## src/rtl/mul_iter_if.sv

```systemverilog
// mul_iter_if: request/result bundle of the iterative multiplier.
//   req_i    : start request (sampled only while idle)
//   op_i     : 00 MUL, 01 MULH, 10 MULHSU, 11 MULHU
//   a_i, b_i : multiplicand / multiplier
//   kill_i   : synchronous abort of the in-flight operation
//   busy_o   : operation accepted and not yet retired
//   done_o   : one-cycle pulse, result_o valid
//   result_o : selected product half, held until the next done_o
// The slave modport is the multiplier side, master is the requester side.
interface mul_iter_if #(
  parameter int XLEN = 32
);
  logic            req_i;
  logic [1:0]      op_i;
  logic [XLEN-1:0] a_i;
  logic [XLEN-1:0] b_i;
  logic            kill_i;
  logic            busy_o;
  logic            done_o;
  logic [XLEN-1:0] result_o;

  modport master (
    output req_i, op_i, a_i, b_i, kill_i,
    input  busy_o, done_o, result_o
  );

  modport slave (
    input  req_i, op_i, a_i, b_i, kill_i,
    output busy_o, done_o, result_o
  );
endinterface

```

## src/rtl/mul_iter.sv

```systemverilog
// mul_iter: iterative shift-add multiplier for MUL/MULH/MULHSU/MULHU.
//   Operands are reduced to magnitudes plus a result sign on accept, the
//   unsigned product is built STEP multiplier bits per cycle, and the sign
//   is applied once in FIN. A zero operand skips the iteration entirely.
// Ports:
//   clk_i : clock, rising edge
//   rst_i : asynchronous active-high reset
//   bus   : mul_iter_if.slave (req_i, op_i, a_i, b_i, kill_i in;
//           busy_o, done_o, result_o out)
// Parameters:
//   XLEN : operand/result width (even, >= 8)
//   STEP : multiplier bits per CALC cycle (power of two dividing XLEN)
module mul_iter #(
  parameter int XLEN = 32,
  parameter int STEP = 1
) (
  input logic        clk_i,
  input logic        rst_i,
  mul_iter_if.slave  bus
);

  localparam int N     = XLEN / STEP;
  localparam int CNT_W = (N > 1) ? $clog2(N) : 1;
  localparam int ACC_W = 2 * XLEN + STEP;
  localparam int HI_W  = XLEN + STEP;

  localparam logic [1:0] OP_MUL    = 2'b00;
  localparam logic [1:0] OP_MULH   = 2'b01;
  localparam logic [1:0] OP_MULHSU = 2'b10;

  typedef enum logic [1:0] {
    S_IDLE = 2'd0,
    S_CALC = 2'd1,
    S_FIN  = 2'd2
  } state_t;

  // Two's-complement magnitude; -2^(XLEN-1) maps to 2^(XLEN-1) exactly
  // because the result is read as unsigned.
  function automatic logic [XLEN-1:0] magnitude(input logic [XLEN-1:0] x,
                                                input logic            is_signed);
    return (is_signed && x[XLEN-1]) ? (~x + XLEN'(1)) : x;
  endfunction

  function automatic logic [2*XLEN-1:0] apply_sign(input logic [2*XLEN-1:0] p,
                                                   input logic              neg);
    return neg ? (~p + (2*XLEN)'(1)) : p;
  endfunction

  state_t            state_q;
  logic [CNT_W-1:0]  cnt_q;
  logic [ACC_W-1:0]  acc_q;
  logic [ACC_W-1:0]  acc_d;
  logic [XLEN-1:0]   a_mag_q;
  logic [1:0]        op_q;
  logic              neg_q;
  logic              busy_q;
  logic              done_q;
  logic [XLEN-1:0]   result_q;

  logic              a_sgn;
  logic              b_sgn;
  logic [XLEN-1:0]   a_mag_d;
  logic [XLEN-1:0]   b_mag_d;
  logic              neg_d;
  logic              zero_op;
  logic [STEP-1:0]   digit;
  logic [HI_W-1:0]   partial;
  logic [HI_W-1:0]   hi_sum;
  logic [2*XLEN-1:0] prod;

  // Operand decode for the accept edge.
  always_comb begin
    a_sgn   = (bus.op_i == OP_MULH) || (bus.op_i == OP_MULHSU);
    b_sgn   = (bus.op_i == OP_MULH);
    a_mag_d = magnitude(bus.a_i, a_sgn);
    b_mag_d = magnitude(bus.b_i, b_sgn);
    neg_d   = (a_sgn & bus.a_i[XLEN-1]) ^ (b_sgn & bus.b_i[XLEN-1]);
    zero_op = (bus.a_i == '0) || (bus.b_i == '0);
  end

  // One CALC iteration: the low STEP bits of acc (the next multiplier
  // digit) scale |a| into the high part, then everything shifts right.
  // The high part is STEP bits wider than XLEN so the carry is kept.
  always_comb begin
    digit   = acc_q[STEP-1:0];
    partial = {{STEP{1'b0}}, a_mag_q} * {{XLEN{1'b0}}, digit};
    hi_sum  = acc_q[ACC_W-1:XLEN] + partial;
    acc_d   = {hi_sum, acc_q[XLEN-1:0]} >> STEP;
    prod    = apply_sign(acc_q[2*XLEN-1:0], neg_q);
  end

  always_ff @(posedge clk_i or posedge rst_i) begin
    if (rst_i) begin
      state_q  <= S_IDLE;
      cnt_q    <= '0;
      acc_q    <= '0;
      a_mag_q  <= '0;
      op_q     <= '0;
      neg_q    <= 1'b0;
      busy_q   <= 1'b0;
      done_q   <= 1'b0;
      result_q <= '0;
    end else begin
      done_q <= 1'b0;
      case (state_q)
        S_IDLE: begin
          // kill_i suppresses a request arriving in the same cycle.
          if (bus.req_i && !bus.kill_i) begin
            op_q    <= bus.op_i;
            a_mag_q <= a_mag_d;
            neg_q   <= neg_d;
            cnt_q   <= CNT_W'(N - 1);
            busy_q  <= 1'b1;
            if (zero_op) begin
              acc_q   <= '0;
              state_q <= S_FIN;
            end else begin
              acc_q   <= {{HI_W{1'b0}}, b_mag_d};
              state_q <= S_CALC;
            end
          end
        end
        S_CALC: begin
          if (bus.kill_i) begin
            busy_q  <= 1'b0;
            state_q <= S_IDLE;
          end else begin
            acc_q <= acc_d;
            cnt_q <= cnt_q - CNT_W'(1);
            if (cnt_q == '0) begin
              state_q <= S_FIN;
            end
          end
        end
        S_FIN: begin
          busy_q  <= 1'b0;
          state_q <= S_IDLE;
          if (!bus.kill_i) begin
            result_q <= (op_q == OP_MUL) ? prod[XLEN-1:0] : prod[2*XLEN-1:XLEN];
            done_q   <= 1'b1;
          end
        end
        default: begin
          busy_q  <= 1'b0;
          state_q <= S_IDLE;
        end
      endcase
    end
  end

  assign bus.busy_o   = busy_q;
  assign bus.done_o   = done_q;
  assign bus.result_o = result_q;

endmodule
```

## src/flat_wrapper.sv

```systemverilog
// flat-port wrapper written by rule: the top's interface ports become plain ports
module mul_iter_flat 
#(
  parameter int XLEN = 32,
  parameter int STEP = 1
)
  (clk_i, rst_i, bus_req_i, bus_op_i, bus_a_i, bus_b_i, bus_kill_i, bus_busy_o, bus_done_o, bus_result_o);
  mul_iter_if #(.XLEN(XLEN)) bus_i ();
  input logic clk_i;
  input logic rst_i;
  input wire logic [$bits(bus_i.req_i)-1:0] bus_req_i;
  input wire logic [$bits(bus_i.op_i)-1:0] bus_op_i;
  input wire logic [$bits(bus_i.a_i)-1:0] bus_a_i;
  input wire logic [$bits(bus_i.b_i)-1:0] bus_b_i;
  input wire logic [$bits(bus_i.kill_i)-1:0] bus_kill_i;
  output wire logic [$bits(bus_i.busy_o)-1:0] bus_busy_o;
  output wire logic [$bits(bus_i.done_o)-1:0] bus_done_o;
  output wire logic [$bits(bus_i.result_o)-1:0] bus_result_o;
  assign bus_i.req_i = bus_req_i;
  assign bus_i.op_i = bus_op_i;
  assign bus_i.a_i = bus_a_i;
  assign bus_i.b_i = bus_b_i;
  assign bus_i.kill_i = bus_kill_i;
  assign bus_busy_o = bus_i.busy_o;
  assign bus_done_o = bus_i.done_o;
  assign bus_result_o = bus_i.result_o;
  mul_iter #(.XLEN(XLEN), .STEP(STEP)) u_core (.clk_i(clk_i), .rst_i(rst_i), .bus(bus_i));
endmodule
```

## config.mk

```make
export PLATFORM = sky130hd
export DESIGN_NAME = mul_iter_flat
export DESIGN_NICKNAME = d
export VERILOG_FILES = /design/src/rtl/mul_iter_if.sv /design/src/rtl/mul_iter.sv /design/src/flat_wrapper.sv
export SDC_FILE = /design/constraint.sdc
export NUM_CORES = 1
export LEC_CHECK = 0
export BUFFER_PORTS_ARGS = -buffer_cell sky130_fd_sc_hd__buf_4
export CAP_MARGIN = 0
export CORE_ASPECT_RATIO = 1.75
export CORE_UTILIZATION = 50
export DETAILED_ROUTE_END_ITERATION = 8
export PLACE_DENSITY = 0.69
export SLEW_MARGIN = 30
export SYNTH_ARGS = -nofsm -noshare
export SYNTH_HDL_FRONTEND = slang
export SYNTH_SLANG_ARGS = --single-unit
```

## constraint.sdc

```tcl
create_clock -name clk_i -period 7 [get_ports clk_i]
set_clock_uncertainty 0.05 [all_clocks]
set_input_delay 1.05 -clock clk_i [delete_from_list [all_inputs] [get_ports clk_i]]
set_output_delay 1.05 -clock clk_i [all_outputs]
set_load 0.01 [all_outputs]
```

==> results of run 1 <==
[stage by stage]
stage / instance area [sq um] / utilization / total power [mW] / std cells / hold WS [ns]
detailed placement: 11000 / 0.556 / 2.63 / 1524 / 0.413
finish: 11600 / 0.586 / 3.51 / 1556 / 0.418
global route: 11600 / 0.586 / 3.78 / 1556 / 0.435
floorplan: 10100 / - / 2.27 / 1237 / 0.392
CTS: 11600 / 0.586 / 3.52 / 1556 / 0.426
global placement: 11000 / 0.556 / 2.60 / 1524 / 0.405
[where the power goes]
group | switching (mW) | internal (mW) | leakage (nW)
Sequential | 0.285 | 0.992 | 1.80
Combinational | 0.755 | 0.592 | 2.89
Clock | 0.328 | 0.559 | 0.287
Total | 1.37 | 2.14 | 4.98
[sequential cells by signal, indices dropped and copies added, names as in the netlist]
register             count
u_core.op_q              2
u_core.bus.done_o        1
u_core.cnt_q             5
u_core.a_mag_q          32
u_core.acc_q            64
u_core.bus.result_o     32
u_core.neg_q             1
u_core.state_q           2
u_core.bus.busy_o        1
[cell usage in the layout, fill, tap and decap left out, types with 11 or more instances in the layout]
cell	n
inv_1	26
clkbuf_16	17
o31ai_1	25
nor2_1	58
nor3_1	37
a21o_1	12
dfrtp_1	139
nand3_1	34
nor4_1	13
ha_1	38
o41ai_1	12
o21ai_0	171
xnor2_1	80
xor2_1	58
nor2b_1	13
or4_1	11
buf_4	113
and2_1	40
a22oi_1	18
a21oi_1	96
a31oi_1	12
nand2_1	156
[worst paths after layout]
path | from | to | slack (ns) | cells past startpoint
max | u_core.acc_q[0] | u_core.acc_q[61] | 2.58 | 15
min | u_core.a_mag_q[26] | u_core.a_mag_q[26] | 0.42 | 2
max reg2reg | u_core.acc_q[0] | u_core.acc_q[61] | 2.58 | 15
min reg2reg | u_core.a_mag_q[26] | u_core.a_mag_q[26] | 0.42 | 2
max in group asynchronous | rst_i | u_core.neg_q | 5.17 | 3
min in group asynchronous | rst_i | u_core.acc_q[27] | 0.65 | 2
[cell type report]
class / count / area [sq um] / share of cell area
well taps: 245 / 307 / 0.0265
clock buffers: 25 / 495 / 0.0428
multi-input cells: 998 / 6200 / 0.537
inverters: 27 / 106 / 0.00920
flip-flops and latches: 140 / 3500 / 0.303
clock inverters: 7 / 87.6 / 0.00757
repair buffers: 114 / 860 / 0.0743
[per-layer routing]
layer / routed length, um / up-vias / share of wire / track usage
met5: 0 / - / 0 / 0
met4: 741 / 0 / 0.030 / 0.107
met3: 962 / 44 / 0.038 / 0.0349
met2: 13100 / 210 / 0.52 / 0.460
met1: 10300 / 4150 / 0.41 / 0.292
li1: - / 4537 / - / -
[cell families after synthesis]
logic type / Yosys count
AOI/OAI and AO/OA: 398
xor gates and xnor gates: 138
adders and majority gates: 39
buffers and inverters: 99
DFF: 140
muxes: 1
and+or+nand+nor: 422
[critical path, delay by kind of cell, from the launching register on]
| kind | cells | cell delay (ns) |
|---|---|---|
| fa+ha+maj | 2 | 0.57 |
| simple gates | 2 | 0.37 |
| flops | 1 | 0.90 |
| buf+inv | 2 | 0.24 |
| compound gates | 8 | 1.99 |
| xor+xnor | 1 | 0.14 |
==> results.md, run 1 <==
- Final setup vio count: 0
- CP max-delay cell: dfrtp_1
- Lkg Pwr: 4.98 nW
- Total global routing overflow: 0
- Final WL: 25,000 um
- Synthesis-stage register bit count: 140
- Clk Latency, worst-skew pair: 0.42 ns
- Post-Syn Instances: approximately 1,200
- Clock root buffer: clkbuf_16
- Layout cells sized above 1: 0.124
- Post-synth top area share: 0.348
- Crit-path cells: and2_1, ha_1, inv_1, fa_1, nor2b_1, o21a_1, o21ai_0, a2111oi_0, a2111oi_0, buf_4, a211oi_1, a21oi_1, a31oi_1, xnor2_1, o21ai_0
- Mapped Avg Cell Area: roughly 8.1 sq um
- Hold WC Path Type: flop to flop
- Slew Viols, Final: 0
- CTS tree: done
- N_diodes: 0
- Port Buffers: approximately 100
- TritonCTS Buffers: 17
- Commonest cells in the netlist: 171 x o21ai_0, 156 x nand2_1, 140 x dfrtp_1
- Least-Margin Pin Slew: a little under 0.9 ns
- Main synth FF type: dfrtp_1
- # fillers: between 1,500 and 2,000
- Crit path capture type: flop
- Area Overhead vs Synth: 14.9%
- Yosys Warn Count: 0
- Placeable Area: ~20,000 sq um
- Die Y: approximately 190 um
- Power Density: 304 nW/um^2
- Xor/xnor cell area share of the yosys netlist: 0.120
- Post-cts repair resize count: 0
- Minimum clock period: approximately 4.4 ns
- Max IR drop VDD: 0.000178 V
- Status: finished clean
- Avg WL per Cell: around 16 um
- Dpl hpwl: 19,000 um
- Critical Path Fanout Max: 37
- Post-synthesis adder-cell area fraction: 0.0492
- Die area: 20,700 sq um
- Placer Congestion: around 0.90
- Largest family of logic cells by synthesized area: compound AO/OA/AOI/OAI gates
- I/O pins: approximately 100
- GRT Overall Usage: 0.254
- # rows: 68
- Post-synth EDFFs: 0
- Sum Neg Setup Slack: 0 ns
- Register area share after synthesis: 0.348
- CTS clock-pin slew for the worst setup and hold paths: 0.06 ns
- RSZ-0062 raised after global routing: false
- Post-synth cell types: 59
- Via/cell ratio: 5.75
- Pre-CTS setup slack: 2.55 ns
- Hold buffer count at CTS: 0
- Chip width: between 100 and 150 um
- 1st-iter DRT viols: 472
- Synth Area in Compound Gates: 0.236
- Kind of critical path: flop to flop
- Largest net degree at the start of global routing: 75
- Largest area contributor in the netlist: dfrtp_1
- Startpoint Class: flop
- Top cells by area, synth: dfrtp_1 35%, o21ai_0 8.5%, xnor2_1 7.0%
- Max Fclk: roughly 0.23 GHz
- PnR worst setup slack: between 2 and 3 ns
- Hold Vio Cnt, Final: 0
- DR vias: slightly below 9,000
- Crit path largest cell delay: approximately 0.9 ns
- Initial antenna violation count: 0
- Syn Nets: approximately 1,300
- DRT antenna net count: 0
- Post-CTS setup buffers: 0
- CTS max path bufs: 2
- Fin nets: about 1,400
- Max_cap viols: 0
- Mux contribution to synthesized area: 0.000995
- Fraction of registers with async set/reset: 1.00
- # DRC: 0
- Post-synthesis simple-gate area fraction: 0.207
- Count leader, synth: o21ai_0
- First-pass DRT Iterations: 5
- Starting Density: 0.510
- Netlist Area Pre-Place: 10,100 sq um
- Worst endpoint required time: 7.24 ns
- Slew headroom: 0.421
- Worst EP arrival: 4.66 ns
- Clk sink count: between 100 and 150
- Post-route clock period utilization: 0.631
- H-tree depth: 4
- Vias in the first global route: 8,404
- Global-route wire length before repair: 41,200 um
(Power assumes the default switching activity.)
==> run 2, diff against run 1 <==
--- a/config.mk
+++ b/config.mk
@@ -5,6 +5,7 @@
 export SDC_FILE = /design/constraint.sdc
 export NUM_CORES = 1
 export LEC_CHECK = 0
+export ABC_AREA = 1
 export BUFFER_PORTS_ARGS = -buffer_cell sky130_fd_sc_hd__buf_4
 export CAP_MARGIN = 0
 export CORE_ASPECT_RATIO = 1.75
==> constraint.sdc (replaced) <==
create_clock -name clk_i -period 4.25 [get_ports clk_i]
set_clock_uncertainty 0.05 [all_clocks]
set_input_delay 0.6375 -clock clk_i [delete_from_list [all_inputs] [get_ports clk_i]]
set_output_delay 0.6375 -clock clk_i [all_outputs]
set_load 0.01 [all_outputs]
==> run 2 against run 1 <==
Utilization decreased by 0.55 points. First-iteration DRC count increased by 80%. Via count increased by 53%. Critical endpoint unchanged. Total power increased by 150%. Clock-buffer cell count decreased by 7. Critical path type unchanged. Combinational power increased to 3.4 times the previous value. Largest power group unchanged.
==> results.md, run 2 <==
- Port Buffers: 103 (unchanged)
- First-pass DRT Iterations: 6 (was 5)
- Final Core Density: 0.580 (was 0.586)
- Layout Cells excl Fill: 2,434 (was 1,556)
- Post-route clock period utilization: 0.702 (was 0.631)
- CTS max path bufs: 2 (unchanged)
- Max Fclk: 0.335 GHz (was 0.226 GHz)
- Power Internal: 4.15 mW (was 2.14 mW)
- Hold Vio Cnt, Final: 0 (unchanged)
- Most frequent cells in the layout: 595 x nand2_1, 310 x nor2_1, 252 x inv_1, 214 x nand3_1, 138 x dfrtp_1 (was 171 x o21ai_0, 156 x nand2_1, 139 x dfrtp_1, 113 x buf_4, 96 x a21oi_1)
- Post-synth EDFFs: 0 (unchanged)
- Post-synth top area share: 0.286 (was 0.348)
- Synthesis-stage register bit count: 140 (unchanged)
- Top cells by area, synth: dfrtp_1 29%, nand2_1 18%, nor2_1 9.6% (was dfrtp_1 35%, o21ai_0 8.5%, xnor2_1 7.0%)
- Largest net degree at the start of global routing: 141 (was 75)
- Final WL: 44,100 um (was 25,000 um)
- Area Overhead vs Synth: 13.9% (was 14.9%)
- Dpl hpwl: 35,500 um (was 19,000 um)
- Post-CTS setup buffers: 0 (unchanged)
- Slew headroom: 0.412 (was 0.421)
- Biggest register: u_core.acc_q (unchanged)
- Fin nets: 2,222 (was 1,407)
- Flop pwr share: 0.292 (was 0.364)
- Vias in the first global route: 13,682 (was 8,404)
- Clock root buffer: clkbuf_16 (unchanged)
- Die Y: 209 um (was 190 um)
- CP max-delay cell: dfrtp_2 (was dfrtp_1)
- Netlist Area Pre-Place: 12,200 sq um (was 10,100 sq um)
- Die area: 25,100 sq um (was 20,700 sq um)
- Slew Viols, Final: 0 (unchanged)
- Least-Margin Pin Slew: 0.881 ns (was 0.868 ns)
- Post-synth cell types: 37 (was 59)
- Critical Path Fanout Max: 34 (was 37)
- Minimum clock period: 2.98 ns (was 4.42 ns)
- RSZ-0062 raised after global routing: false (unchanged)
- Comb pwr share: 0.530 (was 0.384)
- Global-route wire length before repair: 69,800 um (was 41,200 um)
- Kind of critical path: flop to flop (unchanged)
- Layout cells sized above 1: 0.0908 (was 0.124)
- Sw Ratio: 0.520 (was 0.390)
- CTS tree: done (unchanged)
- Pre-CTS setup slack: 0.965 ns (was 2.55 ns)
- 1st-iter DRT viols: 848 (was 472)
- I/O pins: 104 (unchanged)
- Placed insts: 2,401 (was 1,524)
- Setup crit start: u_core.acc_q[0] (unchanged)
- Register area share after synthesis: 0.286 (was 0.348)
- Syn Nets: 2,145 (was 1,346)
- Count leader, synth: nand2_1 (was o21ai_0)
- Power Density: 619 nW/um^2 (was 304 nW/um^2)
- Max IR drop VDD: 0.000391 V (was 0.000178 V)
- TritonCTS Buffers: 17 (unchanged)
- GRT Overall Usage: 0.364 (was 0.254)
- Crit path largest cell delay: 0.74 ns (was 0.90 ns)
- Lkg Pwr: 7.15 nW (was 4.98 nW)
- Max_cap viols: 0 (unchanged)
- Clk Latency, worst-skew pair: 0.45 ns (was 0.42 ns)
- Worst endpoint required time: 4.54 ns (was 7.24 ns)
- R2r startpoint: u_core.acc_q[0] (unchanged)
- Hold buffer count at CTS: 0 (unchanged)
- Starting Density: 0.510 (about the same)
- Startpoint Class: flop (unchanged)
- Placeable Area: 24,000 sq um (was 19,700 sq um)
- PnR worst setup slack: 1.27 ns (was 2.58 ns)
- Final setup vio count: 0 (unchanged)
- Clock share of power: 0.177 (was 0.253)
- Largest register FFs: 64 (unchanged)
- Status: finished clean (unchanged)
- Dominant delay contributor by cell family on the critical path: simple AND/OR/NAND/NOR gates (was compound AO/OA/AOI/OAI gates)
- N_diodes: 0 (unchanged)
- Largest area contributor in the netlist: dfrtp_1 (unchanged)
- Buffers & Inverters on Critical Path: 3 (was 2)
- # rows: 75 (was 68)
- Worst EP arrival: 3.27 ns (was 4.66 ns)
- Fraction of registers with async set/reset: 1.00 (unchanged)
- Initial antenna violation count: 0 (unchanged)
- CTS clock-pin slew for the worst setup and hold paths: 0.06 ns (about the same)
- DRT antenna net count: 0 (unchanged)
- Mapped Avg Cell Area: 6.02 sq um (was 8.13 sq um)
- Chip width: 120 um (was 109 um)
- DR vias: 13,653 (was 8,941)
- Commonest non-fill, non-tap cell in the layout: nand2_1 (was o21ai_0)
- # DRC: 0 (unchanged)
- Crit-path cells: nand2_1, inv_1, ha_1, inv_1, fa_1, inv_1, nand2_1, o21ai_0, nand2_1, nand2_1, nand2_1, nand2_1, nand2_1, nand2_1, nand2_1, nand3_1, nand2_1 (was and2_1, ha_1, inv_1, fa_1, nor2b_1, o21a_1, o21ai_0, a2111oi_0, a2111oi_0, buf_4, a211oi_1, a21oi_1, a31oi_1, xnor2_1, o21ai_0)
- Avg WL per Cell: 18.1 um (was 16.1 um)
- NetSw: 4.49 mW (was 1.37 mW)
- H-tree depth: 4 (unchanged)
- Hold WC Path Type: input pin to flop (was flop to flop)
- Post-cts repair resize count: 0 (unchanged)
- Total global routing overflow: 0 (unchanged)
- Post-Syn Instances: 2,036 (was 1,237)
- Clk sink count: 140 (unchanged)
- Commonest cells in the netlist: 595 x nand2_1, 313 x nor2_1, 253 x inv_1 (was 171 x o21ai_0, 156 x nand2_1, 140 x dfrtp_1)
- Sum Neg Setup Slack: 0 ns (unchanged)
- Via/cell ratio: 5.61 (was 5.75)
- Yosys Warn Count: 0 (unchanged)
- Main synth FF type: dfrtp_1 (unchanged)
- Crit path capture type: flop (unchanged)
- Placer Congestion: 0.972 (was 0.896)
- Hold Path Origin: bus_op_i[0] (was u_core.a_mag_q[26])
- Critical Path Most Common Cell: nand2_1
run 2: final cells by class:
class | count | area [sq um]
Multi-Input combinational cell | 1579 | 7570
Clock buffer | 18 | 439
Inverter | 257 | 968
Sequential cell | 140 | 3510
Timing Repair Buffer | 118 | 918
Tap cell | 308 | 385
Fill cell | 2553 | 10100
Clock inverter | 14 | 160
run 2: per-layer routing:
layer  part of all wire  vias to the layer above  GRT usage  wire [um]
met1               0.35                     6236      0.351      15300
li1                   -                     6732          -          -
met4              0.092                        0      0.305       4040
met2               0.52                      486      0.678      23000
met3              0.039                      199     0.0396       1710
met5                  0                        -          0          0
run 2: final timing paths:
kind / slack (ns) / depth (start not counted) / end
min in group asynchronous: 0.36 / 3 / u_core.bus.result_o[17]
worst min register to register: 0.42 / 2 / u_core.bus.busy_o
worst min-delay path: 0.35 / 3 / u_core.op_q[0]
worst max register to register: 1.27 / 17 / u_core.acc_q[61]
worst max-delay path: 1.27 / 17 / u_core.acc_q[61]
max in group asynchronous: 3.14 / 3 / u_core.neg_q
run 2: power by group through the flow:
stage | logic, mW | registers, mW | clock network (mW)
5_1_grt | 5.15 | 2.57 | 1.60
2_1_floorplan | 3.31 | 2.13 | 0
4_1_cts | 4.51 | 2.50 | 1.55
3_3_place_gp | 4.44 | 2.52 | 0
3_5_place_dp | 4.48 | 2.52 | 0
6_report | 4.58 | 2.52 | 1.53
run 2: logic make-up (layout without fill, tap and decap cells):
group	after synthesis	after routing	share of synthesized area
AOI/OAI and AO/OA	288	288	0.134
xor gates and xnor gates	35	35	0.0250
buffers and inverters	317	407	0.0982
DFF	140	140	0.286
and+or+nand+nor	1217	1217	0.416
adders and majority gates	39	39	0.0405
run 2: stage by stage:
stage          hold WS [ns]  cell area (sq um)  power (mW)
6_report              0.348              13900        8.64
3_3_place_gp          0.405              13300        6.95
3_5_place_dp          0.414              13300        7.00
5_1_grt               0.364              13900        9.32
4_1_cts               0.335              13900        8.56
2_1_floorplan         0.393              12300        5.44
run 2: worst min-delay path: stages:
cell     delay (ns)
buf_4          0.08
nand2_1        0.04
nand2_1        0.05
